==> config.mk <==
export PLATFORM = sky130hd
export DESIGN_NAME = id_stage
export DESIGN_NICKNAME = d
export VERILOG_FILES = /design/src/rtl/id_stage.sv
export SDC_FILE = /design/constraint.sdc
export NUM_CORES = 1
export LEC_CHECK = 0
export BUFFER_PORTS_ARGS = -buffer_cell sky130_fd_sc_hd__buf_2
export CAP_MARGIN = 10
export CORE_ASPECT_RATIO = 1.5
export CORE_MARGIN = 2
export CORE_UTILIZATION = 47
export CTS_CLUSTER_SIZE = 20
export DETAILED_ROUTE_END_ITERATION = 10
export PLACE_DENSITY = 0.78
export SYNTH_ARGS = -nofsm -noshare
export SYNTH_HDL_FRONTEND = slang
export SYNTH_SLANG_ARGS = --single-unit
==> constraint.sdc <==
create_clock -name clk -period 2.61 [get_ports clk]
set_clock_uncertainty 0.05 [all_clocks]
set_input_delay 0.522 -clock clk [delete_from_list [all_inputs] [get_ports clk]]
set_output_delay 0.522 -clock clk [all_outputs]
set_load 0.01 [all_outputs]
==> src/rtl/id_stage.sv <==
// Instruction-decode stage of the RV32I pipeline. Decodes the IF/ID
// instruction, drives the register-file read addresses, builds the
// immediate, detects load-use hazards against EX and loads ID/EX.
module id_stage #(
  parameter int XLEN = 32
) (
  input  logic            clk,
  input  logic            async_rst_n,
  input  logic            id_valid,
  input  logic [31:0]     id_instr,
  input  logic [XLEN-1:0] id_pc,
  output logic [4:0]      rs1_addr,
  output logic [4:0]      rs2_addr,
  input  logic [XLEN-1:0] rs1_data,
  input  logic [XLEN-1:0] rs2_data,
  input  logic            flush,
  input  logic            stall_in,
  output logic            id_stall,
  output logic            ex_valid,
  output logic [XLEN-1:0] ex_pc,
  output logic [XLEN-1:0] ex_op1,
  output logic [XLEN-1:0] ex_op2,
  output logic [XLEN-1:0] ex_imm,
  output logic [4:0]      ex_rd,
  output logic [3:0]      ex_alu_op,
  output logic            ex_src_pc,
  output logic            ex_src_imm,
  output logic [2:0]      ex_kind,
  output logic [2:0]      ex_funct3,
  output logic            ex_reg_write,
  output logic            ex_illegal
);

  localparam logic [6:0] OPC_OP     = 7'b0110011;
  localparam logic [6:0] OPC_OP_IMM = 7'b0010011;
  localparam logic [6:0] OPC_LOAD   = 7'b0000011;
  localparam logic [6:0] OPC_STORE  = 7'b0100011;
  localparam logic [6:0] OPC_BRANCH = 7'b1100011;
  localparam logic [6:0] OPC_JAL    = 7'b1101111;
  localparam logic [6:0] OPC_JALR   = 7'b1100111;
  localparam logic [6:0] OPC_LUI    = 7'b0110111;
  localparam logic [6:0] OPC_AUIPC  = 7'b0010111;
  localparam logic [6:0] OPC_FENCE  = 7'b0001111;

  typedef enum logic [2:0] {
    KIND_ALU    = 3'd0,
    KIND_LOAD   = 3'd1,
    KIND_STORE  = 3'd2,
    KIND_BRANCH = 3'd3,
    KIND_JAL    = 3'd4,
    KIND_JALR   = 3'd5
  } kind_e;

  typedef enum logic [2:0] {
    FMT_NONE = 3'd0,
    FMT_I    = 3'd1,
    FMT_S    = 3'd2,
    FMT_B    = 3'd3,
    FMT_U    = 3'd4,
    FMT_J    = 3'd5
  } imm_fmt_e;

  // Immediate assembly; every format sign-extends from instr[31].
  function automatic logic signed [XLEN-1:0] gen_imm(input logic [31:0] instr,
                                                     input imm_fmt_e fmt);
    logic signed [XLEN-1:0] imm;
    case (fmt)
      FMT_I:   imm = {{20{instr[31]}}, instr[31:20]};
      FMT_S:   imm = {{20{instr[31]}}, instr[31:25], instr[11:7]};
      FMT_B:   imm = {{19{instr[31]}}, instr[31], instr[7], instr[30:25],
                      instr[11:8], 1'b0};
      FMT_U:   imm = {instr[31:12], 12'b0};
      FMT_J:   imm = {{11{instr[31]}}, instr[31], instr[19:12], instr[20],
                      instr[30:21], 1'b0};
      default: imm = '0;
    endcase
    return imm;
  endfunction

  logic [6:0]             opcode;
  logic [2:0]             funct3;
  logic                   dec_legal;
  logic                   dec_writes;
  logic                   dec_uses_rs1;
  logic                   dec_uses_rs2;
  logic                   dec_src_pc;
  logic                   dec_src_imm;
  logic                   dec_zero_op1;
  logic [3:0]             dec_alu_op;
  kind_e                  dec_kind;
  imm_fmt_e               dec_fmt;
  logic signed [XLEN-1:0] dec_imm;
  logic [4:0]             dec_rd;
  logic                   hazard;

  logic                   vld_p1;
  logic [XLEN-1:0]        pc_p1;
  logic [XLEN-1:0]        op1_p1;
  logic [XLEN-1:0]        op2_p1;
  logic signed [XLEN-1:0] imm_p1;
  logic [4:0]             rd_p1;
  logic [3:0]             alu_op_p1;
  logic                   src_pc_p1;
  logic                   src_imm_p1;
  logic [2:0]             kind_p1;
  logic [2:0]             funct3_p1;
  logic                   reg_write_p1;
  logic                   illegal_p1;

  assign opcode   = id_instr[6:0];
  assign funct3   = id_instr[14:12];
  assign rs1_addr = id_instr[19:15];
  assign rs2_addr = id_instr[24:20];

  // Opcode decode into control fields; illegal encodings decode to zeros.
  always_comb begin
    dec_legal    = 1'b1;
    dec_writes   = 1'b0;
    dec_uses_rs1 = 1'b0;
    dec_uses_rs2 = 1'b0;
    dec_src_pc   = 1'b0;
    dec_src_imm  = 1'b0;
    dec_zero_op1 = 1'b0;
    dec_alu_op   = 4'b0000;
    dec_kind     = KIND_ALU;
    dec_fmt      = FMT_NONE;
    case (opcode)
      OPC_OP: begin
        dec_writes = 1'b1; dec_uses_rs1 = 1'b1; dec_uses_rs2 = 1'b1;
        dec_alu_op = {id_instr[30], funct3};
      end
      OPC_OP_IMM: begin
        dec_writes = 1'b1; dec_uses_rs1 = 1'b1; dec_src_imm = 1'b1;
        dec_fmt    = FMT_I;
        dec_alu_op = (funct3 == 3'b101) ? {id_instr[30], funct3} : {1'b0, funct3};
      end
      OPC_LOAD: begin
        dec_writes = 1'b1; dec_uses_rs1 = 1'b1; dec_src_imm = 1'b1;
        dec_fmt    = FMT_I; dec_kind = KIND_LOAD;
      end
      OPC_STORE: begin
        dec_uses_rs1 = 1'b1; dec_uses_rs2 = 1'b1; dec_src_imm = 1'b1;
        dec_fmt      = FMT_S; dec_kind = KIND_STORE;
      end
      OPC_BRANCH: begin
        dec_uses_rs1 = 1'b1; dec_uses_rs2 = 1'b1;
        dec_fmt      = FMT_B; dec_kind = KIND_BRANCH; dec_alu_op = 4'b1000;
      end
      OPC_JAL: begin
        dec_writes = 1'b1; dec_src_pc = 1'b1; dec_src_imm = 1'b1;
        dec_fmt    = FMT_J; dec_kind = KIND_JAL;
      end
      OPC_JALR: begin
        dec_writes = 1'b1; dec_uses_rs1 = 1'b1; dec_src_imm = 1'b1;
        dec_fmt    = FMT_I; dec_kind = KIND_JALR;
      end
      OPC_LUI: begin
        dec_writes = 1'b1; dec_src_imm = 1'b1; dec_zero_op1 = 1'b1;
        dec_fmt    = FMT_U;
      end
      OPC_AUIPC: begin
        dec_writes = 1'b1; dec_src_pc = 1'b1; dec_src_imm = 1'b1;
        dec_fmt    = FMT_U;
      end
      OPC_FENCE: ;
      default: dec_legal = 1'b0;
    endcase
  end

  assign dec_imm = gen_imm(id_instr, dec_fmt);
  // Stores and branches carry immediate bits in the rd field, so only
  // writing instructions report a destination.
  assign dec_rd  = dec_writes ? id_instr[11:7] : 5'd0;

  assign hazard   = vld_p1 && (kind_p1 == KIND_LOAD) && (rd_p1 != 5'd0) && id_valid &&
                    ((dec_uses_rs1 && (rs1_addr == rd_p1)) ||
                     (dec_uses_rs2 && (rs2_addr == rd_p1)));
  assign id_stall = stall_in | (hazard & ~flush);

  // ---- ID -> EX pipeline register ----
  // Hold on downstream stall, bubble on flush/hazard/empty slot, else capture.
  always_ff @(posedge clk or negedge async_rst_n) begin
    if (!async_rst_n) begin
      vld_p1 <= 1'b0; pc_p1 <= '0; op1_p1 <= '0; op2_p1 <= '0; imm_p1 <= '0;
      rd_p1 <= '0; alu_op_p1 <= '0; src_pc_p1 <= 1'b0; src_imm_p1 <= 1'b0;
      kind_p1 <= '0; funct3_p1 <= '0; reg_write_p1 <= 1'b0; illegal_p1 <= 1'b0;
    end else if (stall_in) begin
      vld_p1 <= vld_p1;
    end else if (flush || hazard || !id_valid) begin
      vld_p1 <= 1'b0; pc_p1 <= '0; op1_p1 <= '0; op2_p1 <= '0; imm_p1 <= '0;
      rd_p1 <= '0; alu_op_p1 <= '0; src_pc_p1 <= 1'b0; src_imm_p1 <= 1'b0;
      kind_p1 <= '0; funct3_p1 <= '0; reg_write_p1 <= 1'b0; illegal_p1 <= 1'b0;
    end else begin
      vld_p1       <= 1'b1;
      pc_p1        <= id_pc;
      op1_p1       <= (dec_legal && dec_zero_op1) ? '0 : rs1_data;
      op2_p1       <= rs2_data;
      imm_p1       <= dec_legal ? dec_imm : '0;
      rd_p1        <= dec_legal ? dec_rd : 5'd0;
      alu_op_p1    <= dec_legal ? dec_alu_op : 4'b0000;
      src_pc_p1    <= dec_legal & dec_src_pc;
      src_imm_p1   <= dec_legal & dec_src_imm;
      kind_p1      <= dec_legal ? dec_kind : KIND_ALU;
      funct3_p1    <= dec_legal ? funct3 : 3'b000;
      reg_write_p1 <= dec_legal & dec_writes & (dec_rd != 5'd0);
      illegal_p1   <= ~dec_legal;
    end
  end

  assign ex_valid     = vld_p1;
  assign ex_pc        = pc_p1;
  assign ex_op1       = op1_p1;
  assign ex_op2       = op2_p1;
  assign ex_imm       = imm_p1;
  assign ex_rd        = rd_p1;
  assign ex_alu_op    = alu_op_p1;
  assign ex_src_pc    = src_pc_p1;
  assign ex_src_imm   = src_imm_p1;
  assign ex_kind      = kind_p1;
  assign ex_funct3    = funct3_p1;
  assign ex_reg_write = reg_write_p1;
  assign ex_illegal   = illegal_p1;

endmodule

After elaboration in Yosys (flattened, before gate mapping)
Cells that the tools add are included.

cells by class
  eq/ne operators = 19
  muxes and demuxes = 32
  bitwise logic cells = 8
  reductions and logical operators = 21

operators with widths
  kind                count
  $mux 32             6
  $pmux 32 s5         1
  $pmux 3 s5          2
  $eq 7x6->1 const B  3
  $eq 7x7->1 const B  3
  $mux 5              3
  $eq 7x5->1 const B  2
  $reduce_or 7->1     2
  $mux 1              12
  $mux 3              4
  $mux 4              3
  $pmux 4 s3          1
  $eq 5x5->1          2
  $reduce_bool 5->1   2
  $reduce_or 10->1    1
  $eq 3x3->1 const B  3
  $eq 7x2->1 const B  1
  $eq 7x4->1 const B  1
  $logic_and 1x1->1   7
  $eq 3x1->1 const B  2
  $eq 3x2->1 const B  2
  $reduce_or 3->1     2
  $reduce_or 6->1     1
  $and 1x1->1         5
  other kinds (5)     9

storage, ports and cells
  flip-flop bits (word level) = 148
  input bits = 133
  output and inout port bits = 159
  word-level logic and storage cells = 93

Logic depth before layout (Yosys ltp)
Gate-level depths: netlist (run 1).

  depth in word-level cells = 9
  gate-level depth with buffers = 7

Worst setup path before layout (run 1)
No wires, ideal clock.

  path kind = input to register
  start point = in id_instr[3]
  end point = reg imm_p1[12], in the netlist ex_imm[12]
  library setup time = 0.095 ns
  data arrival time = 1.781 ns
  path slack = 0.683 ns
  cell stages on the path = 7
  path buffers = 2
  cells stage by stage = or3b_2 nand2_1 nand2_1 a21o_1 buf_2 buf_2 o31ai_1

between the ends
  cells in the longest elaborated chain, start to end = 9
  elaborated cells between the ends (all ways) = 33

RTL lines
  element                                                              RTL line  source
  from (decl)                                                          10        input logic [31:0] id_instr,
  parallel branches: the longest is 8 deep, another holds $pmux 32 s5  -
  $mux 32 (*)                                                          189       end else if (flush || hazard || !id_valid) begin
  to (signal assigned)                                                 198       imm_p1 <= dec_legal ? dec_imm : '0;
  to (decl)                                                            100       logic signed [XLEN-1:0] imm_p1;

Mark *: on every way between the ends.
A chain may end at the register's enable or synchronous reset.

Worst setup path after layout (run 1)
  start point = reg rd_p1[3], in the netlist ex_rd[3]
  end point = out id_stall

between the ends
  cells in the longest elaborated chain, start to end = 6
  elaborated cells between the ends (all ways) = 11

RTL lines
  element                                                       RTL line       source
  from (decl)                                                   101            logic [4:0] rd_p1;
  from (signal assigned)                                        199            rd_p1 <= dec_legal ? dec_rd : 5'd0;
  $eq 5x5->1 (tied with other cells)                            176            ((dec_uses_rs1 && (rs1_addr == rd_p1)) ||
  $logic_and 1x1->1, on equally long branches                   176, 175, 177
  $logic_or 1x1->1 / $logic_and 1x1->1 (equally long branches)  176, 175
  $logic_and 1x1->1 (*)                                         175            assign hazard = vld_p1 && (kind_p1 == KIND_LOAD) && (rd_p1 != 5'd0) && id_valid &&
  $and 1x1->1 (*)                                               178            assign id_stall = stall_in | (hazard & ~flush);
  $or 1x1->1 (*)                                                178
  to (decl)                                                     18             output logic id_stall,

Mark *: on every way between the ends. The rest lies on a longest branch, timed or not.

==> flow_summary_export.csv, run 1 <==
group,metric,value,unit
synthesis,seq_area_frac_synth,60.0,%
timing,hold_viol,0,
finish,antennaDiodeCount,0,
power_and_ir_drop,cellLeakagePower,4.39,nW
synthesis,synth-edff-count,0,
worst_setup_path,slowest_delay,470,ps
worst_setup_path,crit_family,"simple AND/OR/NAND/NOR gates",
global_route,grt-busiest-layer,"met2",
worst_setup_path,arrival,1920,ps
clock_tree,numCtsBuffers,17,
floorplan,num_io_pins,292,
worst_setup_path,reg2reg_from,"ex_rd[3]$_DFFE_PN0N_",
routing,drt-total-wl,18.7,mm
synthesis,synthesis.area,0.00617,mm^2
clock_tree,cts_root_buffer,"clkbuf_16",
status,status,"complete, no violations",
synthesis,async_flop_share,100,%
timing,rsz0062_at_grt,"no",
timing,maxSlewViolCount,0,
synthesis,syn_nets,650,
global_route,grt_pass1_wl,28.2,mm
clock_tree,clk_pin_slew,60,ps
synthesis,syn_area_per_cell,11.9,um^2
worst_setup_path,reg2reg_depth,6,
synthesis,ys_warn_count,0,
timing,fmax,0.401,GHz
worst_setup_path,rrSetupSlack,450,ps
global_route,grt_usage,25.4,%
power_and_ir_drop,power_density,664,mW/mm^2
synthesis,ys_seq_elements,148,
routing,wl_per_cell,19.7,um
synthesis,postSynthCellCount,517,
flow_run,drv_cap,0,
global_route,grt_max_degree,141,
worst_setup_path,crit_chain,"xor2_1 > nor4_1 > nand3_1 > a21oi_1 > or2_2 > buf_2",
worst_setup_path,path_max_fanout,5,
timing,worst_slew_pin_slew,625,ps
min_path,min_path_type,"in -> async",
timing,setup-tns-final,0,ps
worst_setup_path,crit_buf_inv,1,
clock_tree,clock_latency,410,ps
global_route,met3_usage,5.03,%
synthesis,ys_types,44,
timing,slew_headroom,58.4,%
floorplan,fp.coreArea,0.0129,mm^2
global_route,met1_usage,30.7,%
placement,globalplace.congestion,0.909,
timing,setup_viol,0,
power_and_ir_drop,irDropWorstVdd,0.366,mV
finish,nets,913,
clock_tree,cts_tree,"yes",
routing,drt_first_iter_violations,430,
finish,post-route-util,64.4,%
global_route,overflow,0,
worst_setup_path,cp-endpoint,"id_stall",
finish,syn_to_final_growth,34.5,%
routing,postRouteAntennaNets,0,
worst_setup_path,crit_type,"reg -> out",
global_route,grt.met2_usage,44.0,%
worst_setup_path,start_kind,"flop",
clock_tree,clockBufferDepth,2,
global_route,grt_pass1_vias,5312,
global_route,antenna_found_initial,0,
finish,fillerInstances,1039,
worst_setup_path,cp-startpoint,"ex_rd[3]$_DFFE_PN0N_",
worst_setup_path,cpMaxStageDelayCell,"dfrtp_1",
placement,io_buffer_count,291,
floorplan,die_h,144,um
timing,whs,30.7,ps
worst_setup_path,end_kind,"primary output",
finish,register_area,0.00370,mm^2
worst_setup_path,r2r-end,"ex_op1[28]$_DFFE_PN0N_",
finish,drive_gt1_share,43.0,%
worst_setup_path,cp.depth,6,
floorplan,dieArea,0.0141,mm^2
clock_tree,hold_buffers,0,
worst_setup_path,cp.required,2040,ps
placement,hpwlAfterDp,13.2,mm
floorplan,dieWidth,97.6,um
routing,avgViaCountPerCell,5.82,
synthesis,ys.flop_type,"dfrtp_1",
power_and_ir_drop,power,5.51,mW
floorplan,rows,51,
finish,multi_input_area,0.00216,mm^2
timing,fin_crit_sh,95.5,%
routing,vias,5539,
clock_tree,htreeDepth,4,
routing,drt-pass1-iter-count,5,
clock_tree,cts.sinks,148,
timing,fin_crit,2490,ps
routing,route.detailed.drc,0,
floorplan,start_util,47.9,%
[area by class of cell]
cell class | count | share of cell area (%)
sequential | 148 | 44.6
timing repair buffer | 303 | 19.5
multi-input combinational | 307 | 26.0
clock inverter | 11 | 1.82
tap | 159 | 2.40
inverter | 3 | 0.136
clock buffer | 21 | 5.55
[sequential cells by signal, indices dropped and copies added (netlist names)]
register      count
ex_op1           32
ex_valid          1
ex_illegal        1
ex_funct3         3
ex_alu_op         4
ex_imm           32
ex_src_imm        1
ex_rd             5
ex_op2           32
ex_pc            32
ex_reg_write      1
ex_src_pc         1
ex_kind           3
[worst min path at each step]
stage	startpoint	end	slack, ps	cells past startpoint
after global placement	ex_imm[30]$_DFFE_PN0N_	ex_imm[30]$_DFFE_PN0N_	410	2
after CTS	async_rst_n	ex_alu_op[1]$_DFFE_PN0N_	40	1
after floorplan	async_rst_n	ex_alu_op[0]$_DFFE_PN0N_	180	0
after detailed placement	ex_imm[23]$_DFFE_PN0N_	ex_imm[23]$_DFFE_PN0N_	410	2
final	async_rst_n	ex_alu_op[2]$_DFFE_PN0N_	30	1
after global routing	async_rst_n	ex_alu_op[2]$_DFFE_PN0N_	60	1
[logic make-up (layout without fill, tap and decap cells)]
logic type             Yosys count  in the layout  share of synthesized area (%)
AO/OA/AOI/OAI                  195            195                           25.2
flip-flops                     148            148                           60.0
AND/OR/NAND/NOR                102            102                           8.03
buffers and inverters           62            338                           5.29
XOR/XNOR                        10             10                           1.42
[where the power goes]
part	internal (mW)	leakage [nW]	total (mW)	switching (mW)
registers	2.38	2.02	2.43	0.0493
logic	0.243	2.09	0.571	0.328
clock network	1.56	0.286	2.51	0.946
[cells in the final DEF (no fill, tap or decap), types with 6 or more instances in the layout]
cell type	netlist	layout
a21oi_1	26	26
a22o_1	66	66
a32o_1	44	44
buf_2	14	289
buf_4	10	8
clkbuf_16	0	17
dfrtp_1	148	147
nand2_1	53	53
nand3_1	11	11
nor2_1	9	9
nor3_1	6	6
o21ai_0	16	16
o31ai_1	27	27
xor2_1	10	10
[what timing repair did]
item,4_1_cts,5_1_grt
buffers inserted,0,0
resized for setup,0,2
setup endpoints to repair,0,1
[Yosys cell counts, types with 3 or more instances]
cell type	number	area (um^2)
a21oi_1	26	130
a22o_1	66	578
a22oi_1	5	37.5
a32o_1	44	440
buf_1	4	15.0
buf_2	14	70.1
buf_4	10	75.1
buf_6	5	56.3
clkbuf_1	25	93.8
dfrtp_1	148	3700
inv_1	3	11.3
nand2_1	53	199
nand3_1	11	55.1
nor2_1	9	33.8
nor3_1	6	30.0
o21ai_0	16	80.1
o31ai_1	27	203
xor2_1	10	87.6
[stage by stage]
step,instance area (um^2),worst slack (ps),cells
after global placement,7680,231,920
after detailed placement,7680,218,920
final,8300,116,952
after floorplan,6170,683,517
after CTS,8290,84.4,952
after global routing,8300,11.1,952
[per-layer routing]
metal  vias up  share of wire (%)
met5         -                  0
met4         0                2.8
met3        42                6.2
met2       278                 54
met1      2736                 37
li1       2483                  -
[worst register-to-register path, cell delays in order (launching register included)]
cell,delay [ps]
dfrtp_1,470
xor2_1,200
nor4_1,270
nand3_1,170
and3_4,210
buf_12,190
a32o_1,480
No activity file was read; power rests on OpenSTA's default activity.
==> inputs of run 2 (changes only) <==
Settings changed: CORE_MARGIN 2 to 1, CTS_BUF_LIST set to sky130_fd_sc_hd__clkbuf_4 sky130_fd_sc_hd__clkbuf_8 sky130_fd_sc_hd__clkbuf_16, GPL_ROUTABILITY_DRIVEN set to 1.
==> run 2 against run 1 <==
Net effect:
- first-iteration DRC count fell by 33%
- design area fell by 0.89%
- hold slack improved by 240 ps
- highest routed layer unchanged
- via count grew 0.61%
- critical path depth stayed put
- largest power group is now sequential cells
- critical endpoint unchanged
==> flow_summary_export.csv, run 2 (synthesis gave the netlist of run 1 again) <==
group,metric,value,unit
status,status,"complete, no violations",
min_path,min_path_type,"in -> reg",
worst_setup_path,arrival,1950,ps
placement,hpwlAfterDp,13.3,mm
timing,hold_viol,0,
floorplan,rows,50,
worst_setup_path,path_max_fanout,5,
timing,fmax,0.396,GHz
worst_setup_path,rrSetupSlack,490,ps
routing,drt-total-wl,18.5,mm
timing,setup_viol,0,
clock_tree,htreeDepth,4,
finish,most-common-layout-cells,"buf_2, dfrtp_1, a22o_1",
placement,dp_cells,916,
finish,syn_to_final_growth,33.3,%
routing,wl_met3,1.23,mm
floorplan,num_io_pins,292,
routing,drt_first_iter_violations,288,
placement,postPlaceCellArea,0.00765,mm^2
power_and_ir_drop,irDropWorstVdd,0.315,mV
finish,multi_input_area,0.00216,mm^2
worst_setup_path,cp-startpoint,"ex_rd[1]$_DFFE_PN0N_",
routing,postRouteAntennaNets,0,
timing,maxSlewViolCount,0,
finish,stdcell_area,0.00823,mm^2
finish,layout_commonest_cell,"buf_2",
floorplan,fp.coreArea,0.0126,mm^2
clock_tree,clk_pin_slew,70,ps
routing,route.detailed.drc,0,
worst_setup_path,crit_family,"simple AND/OR/NAND/NOR gates",
worst_setup_path,crit_type,"reg -> out",
worst_setup_path,reg2reg_from,"ex_rd[1]$_DFFE_PN0N_",
worst_setup_path,crit_chain,"xor2_1 > nor4_1 > nand3_1 > a21oi_2 > or2_2 > buf_2",
floorplan,start_util,48.8,%
floorplan,dieWidth,95.6,um
flow_run,drv_cap,0,
global_route,overflow,0,
worst_setup_path,cpMaxStageDelayCell,"dfrtp_2",
worst_setup_path,end_kind,"primary output",
clock_tree,clock_latency,410,ps
global_route,grt_max_degree,138,
timing,slew_headroom,34.3,%
finish,instances_no_fill,950,
placement,place_ws,180,ps
finish,register_area,0.00370,mm^2
power_and_ir_drop,cellLeakagePower,4.36,nW
finish,fillerInstances,1063,
global_route,antenna_found_initial,1,
finish,post-route-util,65.1,%
finish,nets,913,
routing,met2_length,9.71,mm
timing,setup-tns-final,0,ps
routing,vias,5573,
timing,final.setup.worst_slack,87.3,ps
floorplan,dieArea,0.0136,mm^2
floorplan,die_h,142,um
worst_setup_path,r2r-end,"ex_op1[6]$_DFFE_PN0N_",
worst_setup_path,start_kind,"flop",
routing,wl_per_cell,19.5,um
worst_setup_path,slowest_delay,460,ps
power_and_ir_drop,power_density,637,mW/mm^2
timing,whs,271,ps
clock_tree,cts.sinks,148,
routing,avgViaCountPerCell,5.87,
worst_setup_path,cp.required,2040,ps
global_route,grt_pass1_wl,28.6,mm
clock_tree,cts_tree,"yes",
worst_setup_path,cp.depth,6,
placement,globalplace.congestion,0.933,
routing,top_layer_used,"met4",
placement,io_buffer_count,291,
timing,fin_crit_sh,96.7,%
timing,fin_crit,2520,ps
clock_tree,numCtsBuffers,17,
clock_tree,cts_setup_buffers,0,
clock_tree,clockBufferDepth,2,
worst_setup_path,cp-endpoint,"id_stall",
timing,worst_slew_pin_slew,986,ps
global_route,grt_pass1_vias,5768,
worst_setup_path,crit_buf_inv,1,
worst_setup_path,reg2reg_depth,6,
routing,drt-pass1-iter-count,5,
routing,m1WireLength,6.83,mm
global_route,grt_usage,27.8,%
finish,drive_gt1_share,43.3,%
clock_tree,cts_root_buffer,"clkbuf_16",
timing,rsz0062_at_grt,"no",
power_and_ir_drop,power,5.24,mW
-- run 2: repair_timing --
item,in CTS,in global routing
endpoints found under the setup margin,0,1
hold buffers,1,0
gates resized for setup,0,3
endpoints found under the hold margin,34,0
-- run 2: per-layer routing --
metal / up-vias / GRT usage [%]
met1: 2762 / 32.1
met5: - / 0
met4: 0 / 15.3
met3: 49 / 7.10
li1: 2490 / -
met2: 272 / 46.3
-- run 2: worst min path at each step --
| stage | slack, ps | depth (start not counted) | startpoint | end |
|---|---|---|---|---|
| CTS | 260 | 2 | rs2_data[19] | ex_op2[19]$_DFFE_PN0N_ |
| floorplan | 180 | 0 | async_rst_n | ex_alu_op[0]$_DFFE_PN0N_ |
| global placement | 410 | 2 | ex_imm[31]$_DFFE_PN0N_ | ex_imm[31]$_DFFE_PN0N_ |
| global route | 260 | 2 | id_pc[13] | ex_pc[13]$_DFFE_PN0N_ |
| finish | 270 | 2 | rs2_data[19] | ex_op2[19]$_DFFE_PN0N_ |
| detailed placement | 420 | 2 | ex_imm[26]$_DFFE_PN0N_ | ex_imm[26]$_DFFE_PN0N_ |
-- run 2: layout make-up --
cell class	count	share of cell area, %
Antenna cell	1	0.0304
Multi-Input combinational cell	307	26.3
Clock buffer	20	5.60
Inverter	3	0.137
Tap cell	156	2.37
Sequential cell	148	45.0
Timing Repair Buffer	303	19.4
Clock inverter	12	1.19
-- run 2: report_power, final --
part / switching [mW] / leakage [nW] / internal [mW]
Sequential: 0.0476 / 2.02 / 2.38
Combinational: 0.328 / 2.07 / 0.241
Clock: 0.953 / 0.267 / 1.29
